**config.mk**
```make
export PLATFORM = sky130hd
export DESIGN_NAME = round_state_mux
export DESIGN_NICKNAME = d
export VERILOG_FILES = /design/src/rtl/round_state_mux.sv
export SDC_FILE = /design/constraint.sdc
export NUM_CORES = 1
export LEC_CHECK = 0
export BUFFER_PORTS_ARGS = -buffer_cell sky130_fd_sc_hd__buf_2
export CORE_AREA = 2 2 202 204
export DETAILED_ROUTE_END_ITERATION = 8
export DIE_AREA = 0 0 204 206
export GPL_ROUTABILITY_DRIVEN = 0
export PLACE_DENSITY = 0.51
export SYNTH_ARGS = -nofsm -noshare
export SYNTH_HDL_FRONTEND = slang
export SYNTH_SLANG_ARGS = --single-unit
```
**constraint.sdc**
```tcl
create_clock -name clk -period 1.74 [get_ports clk]
set_clock_uncertainty 0.1 [all_clocks]
set_input_delay 0.348 -clock clk [delete_from_list [all_inputs] [get_ports clk]]
set_output_delay 0.348 -clock clk [all_outputs]
set_load 0.1 [all_outputs]
```
**src/rtl/round_state_mux.sv**
```systemverilog
// rtl/round_state_mux.sv - AES round state register with load/feedback select and round sequencing
// Optional build macro ROUND_MUX_STALL_EN adds a stall input that freezes RUN.
module round_state_mux #(
  parameter int WIDTH      = 128,
  parameter int NUM_ROUNDS = 10,
  parameter int CNT_W      = 4
) (
  input  logic             clk,
  input  logic             rst,
`ifdef ROUND_MUX_STALL_EN
  input  logic             stall,
`endif
  input  logic             load_valid,
  output logic             load_ready,
  input  logic [WIDTH-1:0] load_data,
  input  logic [WIDTH-1:0] fb_data,
  output logic [WIDTH-1:0] state_out,
  output logic [CNT_W-1:0] round_idx,
  output logic             busy,
  output logic             out_valid,
  input  logic             out_ready,
  output logic [WIDTH-1:0] out_data
);

  typedef enum logic [1:0] {
    IDLE = 2'd0,
    RUN  = 2'd1,
    DONE = 2'd2
  } fsm_t;

  localparam logic [CNT_W-1:0] LAST_IDX = CNT_W'(NUM_ROUNDS - 1);

  fsm_t             state, state_nxt;
  logic [WIDTH-1:0] state_q;
  logic [CNT_W-1:0] idx_q;
  logic             hold;
  logic             advance;

`ifdef ROUND_MUX_STALL_EN
  assign hold = stall;
`else
  assign hold = 1'b0;
`endif

  assign advance = (state == RUN) && !hold;

  always_ff @(posedge clk) begin
    if (rst) begin
      state <= IDLE;
    end else begin
      state <= state_nxt;
    end
  end

  always_comb begin
    state_nxt = state;
    case (state)
      IDLE:    if (load_valid) state_nxt = RUN;
      RUN:     if (advance && (idx_q == LAST_IDX)) state_nxt = DONE;
      DONE:    if (out_ready) state_nxt = IDLE;
      default: state_nxt = IDLE;
    endcase
  end

  always_comb begin
    load_ready = (state == IDLE);
    busy       = (state == RUN);
    out_valid  = (state == DONE);
  end

  // The select is implied by FSM state: load in IDLE, feedback in RUN, hold in DONE.
  always_ff @(posedge clk) begin
    if (rst) begin
      state_q <= '0;
      idx_q   <= '0;
    end else begin
      case (state)
        IDLE: begin
          if (load_valid) begin
            state_q <= load_data;
            idx_q   <= '0;
          end
        end
        RUN: begin
          if (advance) begin
            state_q <= fb_data;
            idx_q   <= idx_q + 1'b1;
          end
        end
        DONE: begin
          if (out_ready) idx_q <= '0;
        end
        default: begin
          state_q <= '0;
          idx_q   <= '0;
        end
      endcase
    end
  end

  assign state_out = state_q;
  assign out_data  = state_q;
  assign round_idx = idx_q;

endmodule
```
---- Yosys cells after proc, flatten, opt, wreduce, memory -nomap -nowiden ----
Cells that the tools add are included.
operators by class
  multiplexer cells ....................... 9
  add/subtract/negate cells ............... 1
  bitwise gates (word level) .............. 1
  reduce and logical (&&, ||, !) cells .... 5
  equal/unequal tests ..................... 6
operators with widths
  kind                                                                    count
  128-bit case mux with 3 select lines                                    1
  128-bit 2-to-1 mux                                                      1
  4-bit case mux with 3 select lines                                      1
  4-bit 2-to-1 mux                                                        2
  2-bit 2-to-1 mux                                                        3
  2-bit case mux with 3 select lines                                      1
  4-bit by 1-bit adder with 4-bit output (second input constant)          1
  4-bit equality test (second input constant)                             1
  2-bit by 1-bit != test with 1-bit output (second input constant)        2
  2-bit AND reduction                                                     2
  3-bit AND reduction                                                     1
  2-bit by 1-bit equality test with 1-bit output (second input constant)  1
  2-bit equality test (second input constant)                             1
  2-bit zero test                                                         1
  2-bit != test (second input constant)                                   1
  1-bit logical AND                                                       1
  1-bit inverter                                                          1
storage, ports and cells
  register bits ........................... 134
  input port bits ......................... 260
  output and inout port bits .............. 263

---- Longest topological paths before layout ----
Gate-level depths: netlist of run 1.
  depth in word-level cells ............... 4
  depth in mapped cells ................... 6
  depth with buffers taken out ............ 5

---- Least setup slack after synthesis of run 1 ----
Ideal clock, no wire load.
  path kind ............................... register -> register
  start ................................... register state[1]
  end ..................................... register idx_q[2] (netlist: round_idx[2])
  slack ................................... -757 ps
  data arrival time ....................... 2321 ps
  stages on the path, launching flop included .. 6
  required time ........................... 1564 ps
  path buffers ............................ 2
  path through ............................ dfxtp_1 buf_6 buf_6 nor2b_1 nand3b_1 a31oi_1
between the ends
  cells in the longest elaborated chain, start to end .. 3
ends and longest elaborated chain
  element                                                    line  text
  from (decl)                                                33    fsm_t state, state_nxt;
  from (signal assigned)                                     51    state <= state_nxt;
  2-bit equality test *                                      -
  via out_valid                                              20    output logic out_valid,
  2-bit by 1-bit != test with 1-bit output (no source line)  -
  2-bit AND reduction (no source line)                       -
  to (signal assigned)                                       87    idx_q <= idx_q + 1'b1;
  to (decl)                                                  35    logic [CNT_W-1:0] idx_q;
Mark *: on every way through the listed nets, which the timed path passes. The rest lies on a longest branch.
A chain may end at the register's enable or synchronous reset.

---- Worst setup path after layout of run 1 ----
  start ................................... register state[0]
  end ..................................... output load_ready
between the ends
  cells in the longest elaborated chain, start to end .. 1
ends and longest elaborated chain
  element          line  text
  2-bit zero test  66    load_ready = (state == IDLE);
  to (decl)        14    output logic load_ready,
Every way passes these cells.

==> impl_metrics.tcl, run 1 <==
set metrics [dict create \
    syn_inst 752 \
    antenna_found_initial 0 \
    ioPinCount 523 \
    dpl_cell_area_um2 9540 \
    fin_nets 1383 \
    ctsHoldBuffers 0 \
    cts_tree "done" \
    num_vias 7020 \
    first_pass_iters 4 \
    area_delta_synth_final_pct 44.5 \
    cts_buffers 17 \
    grt_pass1_vias 6753 \
    max_freq_mhz 587 \
    clock_latency_ps 430 \
    maxCapViolCount 0 \
    grt_pass1_wl_um 39900 \
    cts_sinks 134 \
    grt_remaining_overflow 0 \
    path_cells "buf_6 > nor2_4 > buf_12" \
    arrival_ps 1250 \
    synthTopCellsByArea "dfxtp_1 37%, o221a_1 20%, buf_4 14%" \
    synthesis.area_um2 7200 \
    fp.dieW_um 204 \
    final_area_um2 10400 \
    routedWlPerCell_um 16.8 \
    die-area_um2 42000 \
    cp.buffers_inverters 2 \
    tightest_slew_ps 668 \
    synth_cell_type_count 30 \
    maxSlewHeadroom_pct 55.4 \
    leakagePower_nw 5.06 \
    io_buffers 522 \
    viasPerCell 4.22 \
    synth.top_cell.area_share_pct 37.2 \
    yosys_register_bits 134 \
    initial_utilization_pct 17.9 \
    antenna_left 0 \
    startpoint_type "flip-flop" \
    yosysMostFrequentCell "dfxtp_1" \
    grt_use_total_pct 12.5 \
    antenna_cells 0 \
    synthArstFlopShare_pct 0 \
    clkTransAtPathRegs_ps 60 \
    ir_drop_mv 0.498 \
    cp.required_ps 1290 \
    power_density_nw_per_um2 1280 \
    critPathKind "reg2out" \
    hold_path.class "in2reg" \
    remaining_drc_errors 0 \
    fp.dieH_um 206 \
    fin_crit_ps 1700 \
    run_status "finished clean" \
    routed_wl_um 27900 \
    grtUsageMet2_pct 21.8 \
    cts_root_buf "clkbuf_16" \
    crit_fanout 4 \
    period_share_pct 97.9 \
    synth_edf_count 0 \
    use_met3_pct 3.67 \
    cts_max_level 4 \
    rsz0062_at_grt "true" \
    synth_fp_nets 1014 \
    tns_ps 0 \
    setup_viol 0 \
    drt_iter0_drc 297 \
    hold_viol 0 \
    ys_seq_area_share_pct 37.2 \
    core-area_um2 40200 \
    hold_ws_ps 69.6 \
    synth_commonest_cells "134 x dfxtp_1, 131 x nand2b_1, 130 x a21oi_1, 130 x buf_4, 128 x o221a_1" \
    critPathSlowestCell "dfxtp_4" \
    crit_path_max_incr_delay_ps 370 \
    rrSetupSlack_ps 40 \
    maxSlewViolCount 0 \
    yosysTopAreaCell "dfxtp_1" \
    use_met1_pct 14.7 \
    syn_avg_cell_area_um2 9.58 \
    drive_above_1_share_pct 63.7 \
    grt_start_max_net_pins 129 \
    worst_setup_path_end_kind "output pin" \
    synth_warnings 0 \
    busiest_layer "met2" \
    cts_buffer_depth 2 \
    cp_top_family "flip-flops" \
    ys.flop_type "dfxtp_1" \
    dp_hpwl_um 19600 \
    core.rowCount 74 \
]
## stage by stage
| step | std cells | util (%) | total power, mW | setup WS (ps) |
|---|---|---|---|---|
| floorplan | 752 | - | 8.81 | -74.7 |
| global placement | 1619 | 23.7 | 9.46 | 167 |
| detailed placement | 1619 | 23.7 | 9.47 | 143 |
| CTS | 1662 | 25.8 | 13.5 | -73.6 |
| global route | 1665 | 25.9 | 13.8 | -36.4 |
| finish | 1665 | 25.9 | 13.3 | 37.3 |
## flip-flops by register name, summed over array words and instances (netlist names)
name       flops
out_data     128
state          2
round_idx      4
## path summary, 6_finish.rpt
check                 endpoint           from  depth (start not counted)
setup / recovery    load_ready       state[0]                          3
hold / removal    out_data[70]  load_data[70]                          2
setup reg to reg  out_data[50]       state[0]                          6
hold reg to reg   round_idx[1]   round_idx[1]                          1
## kinds of logic after synthesis
kind of cell | count (synthesis) | synth area share [%]
AND/OR/NAND/NOR | 149 | 13.1
adder cells (fa/ha/maj) | 2 | 0.347
multiplexers | 1 | 0.139
buffers and inverters | 203 | 19.7
flip-flops | 134 | 37.2
AO/OA/AOI/OAI | 263 | 29.5
## worst reg2reg max path: stages, from the launching register on
cell      delay [ps]
dfxtp_4          370
buf_6            120
buf_4            130
buf_4            140
nand2b_4         160
buf_12           190
o221a_1          380
## layout by cell type, fill, tap and decap left out, types with 3 or more instances in the layout
| master | n |
|---|---|
| clkinv_4 | 3 |
| nor2_1 | 3 |
| buf_2 | 489 |
| o221a_1 | 128 |
| clkbuf_16 | 17 |
| nand2b_1 | 130 |
| nand2b_4 | 3 |
| clkinv_2 | 3 |
| buf_12 | 12 |
| clkbuf_4 | 11 |
| buf_4 | 34 |
| bufinv_16 | 3 |
| dfxtp_2 | 131 |
| a21oi_1 | 130 |
## power breakdown
group | total [mW] | internal [mW] | switching [mW]
Clock | 3.84 | 2.32 | 1.52
Combinational | 5.82 | 1.01 | 4.81
Sequential | 3.67 | 3.41 | 0.258
## area by class of cell
cell class              instances  area, µm²
fillers                      4385      29800
repair buffers                551       3140
multi-input cells             415       3130
flip-flops and latches        134       2850
well taps                     532        666
clock buffers                  19        453
clock inverters                12        153
inverters                       2       7.51
## timing repair
item / in CTS / in global routing
endpoints found under the setup margin: 21 / 13
pin swaps: 1 / 0
setup buffers: 10 / 3
gates resized for setup: 23 / 11
cloned: 2 / 0
## layer usage
layer  part of all wire, %  wire length (µm)  up-vias
li1                      -                 -     3358
met1                    43             11900     3332
met2                    49             13700      318
met3                   6.8              1910       12
met4                   1.2               335        0
met5                     0                 0        -
Note: power is estimated with default switching activity, not from simulation.
==> run 2, diff against run 1 <==
--- a/config.mk
+++ b/config.mk
@@ -11,6 +11,7 @@
 export DIE_AREA = 0 0 204 206
 export GPL_ROUTABILITY_DRIVEN = 0
 export PLACE_DENSITY = 0.51
+export RECOVER_POWER = 25
 export SYNTH_ARGS = -nofsm -noshare
 export SYNTH_HDL_FRONTEND = slang
 export SYNTH_SLANG_ARGS = --single-unit
==> impl_metrics.tcl, run 2 (synthesized netlist as in run 1, its figures left out) <==
set metrics [dict create \
    final_cell_mix "485 x buf_2, 131 x nand2b_1, 130 x a21oi_1, 128 x o221a_1, 126 x dfxtp_2" \
    dp_hpwl_um 19600 \
    crit_end "out_data[65]" \
    power_density_nw_per_um2 1280 \
    grt_use_total_pct 12.5 \
    worstRegToRegCells 5 \
    hold_path.class "in2reg" \
    ir_drop_mv 0.498 \
    setup_viol 0 \
    pwr-share-seq_pct 27.6 \
    clkTransAtPathRegs_ps 60 \
    grt_pass1_wl_um 39900 \
    initial_utilization_pct 17.9 \
    r2r_end "out_data[65]" \
    drt_iter0_drc 302 \
    antenna_cells 0 \
    maxCapViolCount 0 \
    worstSetupStartpoint "state[0]" \
    core.rowCount 74 \
    area_delta_synth_final_pct 44.2 \
    routed_wl_um 27900 \
    leakagePower_nw 5.05 \
    cp_top_family "buffers and inverters" \
    switching_share_pct 49.4 \
    maxSlewHeadroom_pct 55.7 \
    fin_crit_ps 1710 \
    fp.dieW_um 204 \
    die-area_um2 42000 \
    startpoint_type "flip-flop" \
    cts_max_level 4 \
    p_comb_share_pct 43.6 \
    first_pass_iters 4 \
    remaining_drc_errors 0 \
    viasPerCell 4.21 \
    largest_reg_flops 128 \
    ioPinCount 523 \
    cts_sinks 134 \
    critPathKind "reg2reg" \
    tns_ps 0 \
    antenna_left 0 \
    path_cells "buf_6 > nor2_4 > nand2_1 > buf_12 > o221a_1" \
    rsz0062_at_grt "true" \
    hold_viol 0 \
    drive_above_1_share_pct 63.1 \
    hold_ws_ps 69.5 \
    worst_setup_path_end_kind "flip-flop" \
    tightest_slew_ps 665 \
    path_depth 5 \
    run_status "finished clean" \
    core-area_um2 40200 \
    cp.required_ps 2000 \
    grt_pass1_vias 6753 \
    clkPwrFrac_pct 28.8 \
    max_freq_mhz 584 \
    r2r_start "state[0]" \
    rrSetupSlack_ps 30 \
    cts_tree "done" \
    cts_buffer_depth 2 \
    arrival_ps 1970 \
    cts_buffers 17 \
    fp.dieH_um 206 \
    crit_fanout 128 \
    critPathSlowestCell "buf_12" \
    period_share_pct 98.5 \
    cp.buffers_inverters 2 \
    clock_latency_ps 430 \
    intPower_mw 6.74 \
    crit_path_max_incr_delay_ps 460 \
    cts_root_buf "clkbuf_16" \
    hold_depth 2 \
    net-switching-power_mw 6.58 \
    io_buffers 522 \
    num_vias 7017 \
    layout_commonest_cell "buf_2" \
    routedWlPerCell_um 16.7 \
    ctsHoldBuffers 0 \
    grt_start_max_net_pins 129 \
    maxSlewViolCount 0 \
    fin_nets 1383 \
    antenna_found_initial 0 \
    grt_remaining_overflow 0 \
]
==> run 2: changes by cell type in the layout (fill, tap and decap cells not counted), sizes merged <==
cell    previous run  this run
buf              538       515
clkbuf            30        53
==> run 2: how the worst min path moves through the flow <==
stage / startpoint / to / slack, ps
global route: load_data[41] / out_data[41] / 40
floorplan: load_valid / state[0] / 380
detailed placement: round_idx[1] / round_idx[1] / 380
CTS: load_data[70] / out_data[70] / 30
finish: load_data[70] / out_data[70] / 70
global placement: round_idx[1] / round_idx[1] / 380
==> run 2: stage by stage <==
| step | setup WS [ps] | util, % | instances | total power, mW | area [µm²] |
|---|---|---|---|---|---|
| 2_1_floorplan | -74.7 | - | 752 | 8.81 | 7440 |
| 3_3_place_gp | 167 | 23.7 | 1619 | 9.46 | 9540 |
| 3_5_place_dp | 143 | 23.7 | 1619 | 9.47 | 9540 |
| 4_1_cts | -73.6 | 25.8 | 1662 | 13.5 | 10400 |
| 5_1_grt | -36.4 | 25.8 | 1665 | 13.8 | 10400 |
| 6_report | 27.0 | 25.8 | 1665 | 13.3 | 10400 |
==> run 2: layout make-up <==
class	count	area (µm²)
Multi-Input combinational cell	415	3120
Clock inverter	12	153
Tap cell	532	666
Timing Repair Buffer	551	3140
Clock buffer	19	453
Sequential cell	134	2850
Fill cell	4391	29800
Inverter	2	7.51
==> run 2: worst reg2reg max path: stages (launching register included) <==
cell and delay, ps:
dfxtp_4 390, buf_6 120, nor2_4 40, nand2_1 100, buf_12 470, o221a_1 430
==> run 2: power groups by stage <==
stage / Clock, mW / Combinational [mW] / Sequential (mW)
2_1_floorplan: 0 / 3.12 / 5.69
3_3_place_gp: 0 / 5.72 / 3.73
3_5_place_dp: 0 / 5.74 / 3.74
4_1_cts: 4.00 / 5.82 / 3.67
5_1_grt: 4.13 / 6.00 / 3.71
6_report: 3.83 / 5.81 / 3.67
==> run 2: layer usage <==
layer	vias up	global-route usage (%)	part of all wire, %
met5	-	0	0
met4	0	3.88	1.2
met3	13	3.67	7.0
met2	333	21.8	49
met1	3316	14.7	43
li1	3355	-	-
==> run 2: repair_timing <==
action | CTS | global route
gates cloned | 2 | 0
gates resized for setup | 23 | 11
buffers inserted | 10 | 3
pin swaps | 1 | 0
setup endpoints to repair | 21 | 13
==> run 3, diff against run 2 <==
--- a/config.mk
+++ b/config.mk
@@ -11,7 +11,7 @@
 export DIE_AREA = 0 0 204 206
 export GPL_ROUTABILITY_DRIVEN = 0
 export PLACE_DENSITY = 0.51
-export RECOVER_POWER = 25
+export REMOVE_ABC_BUFFERS = 1
 export SYNTH_ARGS = -nofsm -noshare
 export SYNTH_HDL_FRONTEND = slang
 export SYNTH_SLANG_ARGS = --single-unit
==> constraint.sdc (replaced) <==
create_clock -name clk -period 1.74 [get_ports clk]
set_clock_uncertainty 0.1 [all_clocks]
set_input_delay 0.087 -clock clk [delete_from_list [all_inputs] [get_ports clk]]
set_output_delay 0.087 -clock clk [all_outputs]
set_load 0.1 [all_outputs]
==> impl_metrics.tcl, run 3 (synthesized netlist as in run 1, its figures left out) <==
set metrics [dict create \
    hold_path.class "in2reg" \
    clkTransAtPathRegs_ps 60 \
    remaining_drc_errors 0 \
    crit_fanout 18 \
    ioPinCount 523 \
    maxSlewViolCount 0 \
    grt_use_total_pct 13.6 \
    final_cell_mix "517 x buf_2, 258 x dlygate4sd3_1, 132 x dfxtp_1, 130 x nand2b_1, 130 x a21oi_1" \
    tightest_slew_ps 537 \
    cts_tree "done" \
    num_vias 8110 \
    cts_buffers 17 \
    setup_viol 0 \
    antenna_left 0 \
    area_delta_synth_final_pct 75.6 \
    initial_utilization_pct 17.9 \
    cts_root_buf "clkbuf_16" \
    drive_above_1_share_pct 42.0 \
    layout_commonest_cell "buf_2" \
    run_status "finished clean" \
    grt_start_max_net_pins 72 \
    arrival_ps 1410 \
    period_share_pct 91.6 \
    grt_remaining_overflow 0 \
    fin_ws_ps 146 \
    leakagePower_nw 6.03 \
    max_freq_mhz 627 \
    hold_viol 0 \
    finalPower_mw 13.6 \
    largest_reg_flops 128 \
    core.rowCount 74 \
    critPathKind "reg2out" \
    io_buffers 522 \
    fin_crit_ps 1590 \
    maxSlewHeadroom_pct 64.4 \
    ir_drop_mv 0.509 \
    worst_setup_path_end_kind "output pin" \
    routedWlPerCell_um 15.9 \
    rsz0062_at_grt "false" \
    grt_pass1_vias 7975 \
    die-area_um2 42000 \
    cts_buffer_depth 2 \
    cp.required_ps 1550 \
    post-place-ws_ps 286 \
    core-area_um2 40200 \
    power_density_nw_per_um2 1080 \
    cts_max_level 4 \
    cts_sinks 134 \
    clock_latency_ps 440 \
    viasPerCell 4.24 \
    routed_wl_um 30400 \
    maxCapViolCount 0 \
    fp.dieW_um 204 \
    fin_nets 1629 \
    startpoint_type "flip-flop" \
    dpl_cell_area_um2 9360 \
    grt_pass1_wl_um 43800 \
    drt_iter0_drc 528 \
    first_pass_iters 6 \
    final_area_um2 12600 \
    dp_hpwl_um 19300 \
    fp.dieH_um 206 \
    antenna_found_initial 0 \
]
## run 3: cell count changes in the layout (fill, tap and decap cells not counted), moves of 9 or more
cell,delta
dlygate4sd3_1,+258
dfxtp_2,-126
buf_4,-9
buf_2,+32
dfxtp_1,+126
clkbuf_4,-29
## run 3: what timing repair did
| action | 4_1_cts | 5_1_grt |
|---|---|---|
| hold buffers | 258 | 0 |
| cloned | 1 | 1 |
| buffers inserted | 0 | 2 |
| setup endpoints to repair | 2 | 2 |
| gates resized for setup | 5 | 1 |
| endpoints found under the hold margin | 131 | 0 |
## run 3: final cells by class
cell class,count,area (µm²)
timing repair buffer,797,5550
antenna,1,2.50
clock inverter,8,95.1
fill,4093,27500
multi-input combinational,415,3130
clock buffer,23,508
inverter,2,7.51
tap,532,666
sequential,134,2690
## run 3: worst paths after layout
kind | startpoint | endpoint | slack, ps | cells past startpoint
max reg2reg | state[1] | out_data[54] | 200 | 5
max | state[1] | out_valid | 150 | 3
min reg2reg | out_data[40] | out_data[40] | 450 | 1
min | rst | out_data[53] | 60 | 3
## run 3: routing by layer
metal  part of all wire, %  track usage, %  vias to the layer above
met2                    50            23.7                      378
met1                    41            15.2                     3830
met5                     0               0                        -
li1                      -               -                     3853
met4                   2.7            6.39                        0
met3                   6.2            3.96                       49
## run 3: power breakdown
group	leakage (nW)	switching, mW	internal (mW)
registers	1.12	0.265	3.35
clock network	0.297	1.46	2.32
logic	4.61	4.90	1.31
## run 3: through the flow
stage	utilization [%]	cells	hold WS, ps	setup TNS (ps)
6_report	31.5	1912	56.2	0
3_5_place_dp	23.3	1618	248	0
3_3_place_gp	23.3	1618	244	0
4_1_cts	31.4	1908	8.48	-0.687
5_1_grt	31.5	1911	36.1	0
2_1_floorplan	-	551	56.1	-475690
## run 3: worst max-delay path: stages (launching register included)
cell	delay, ps
dfxtp_4	390
buf_16	170
nor2b_4	210
buf_12	190
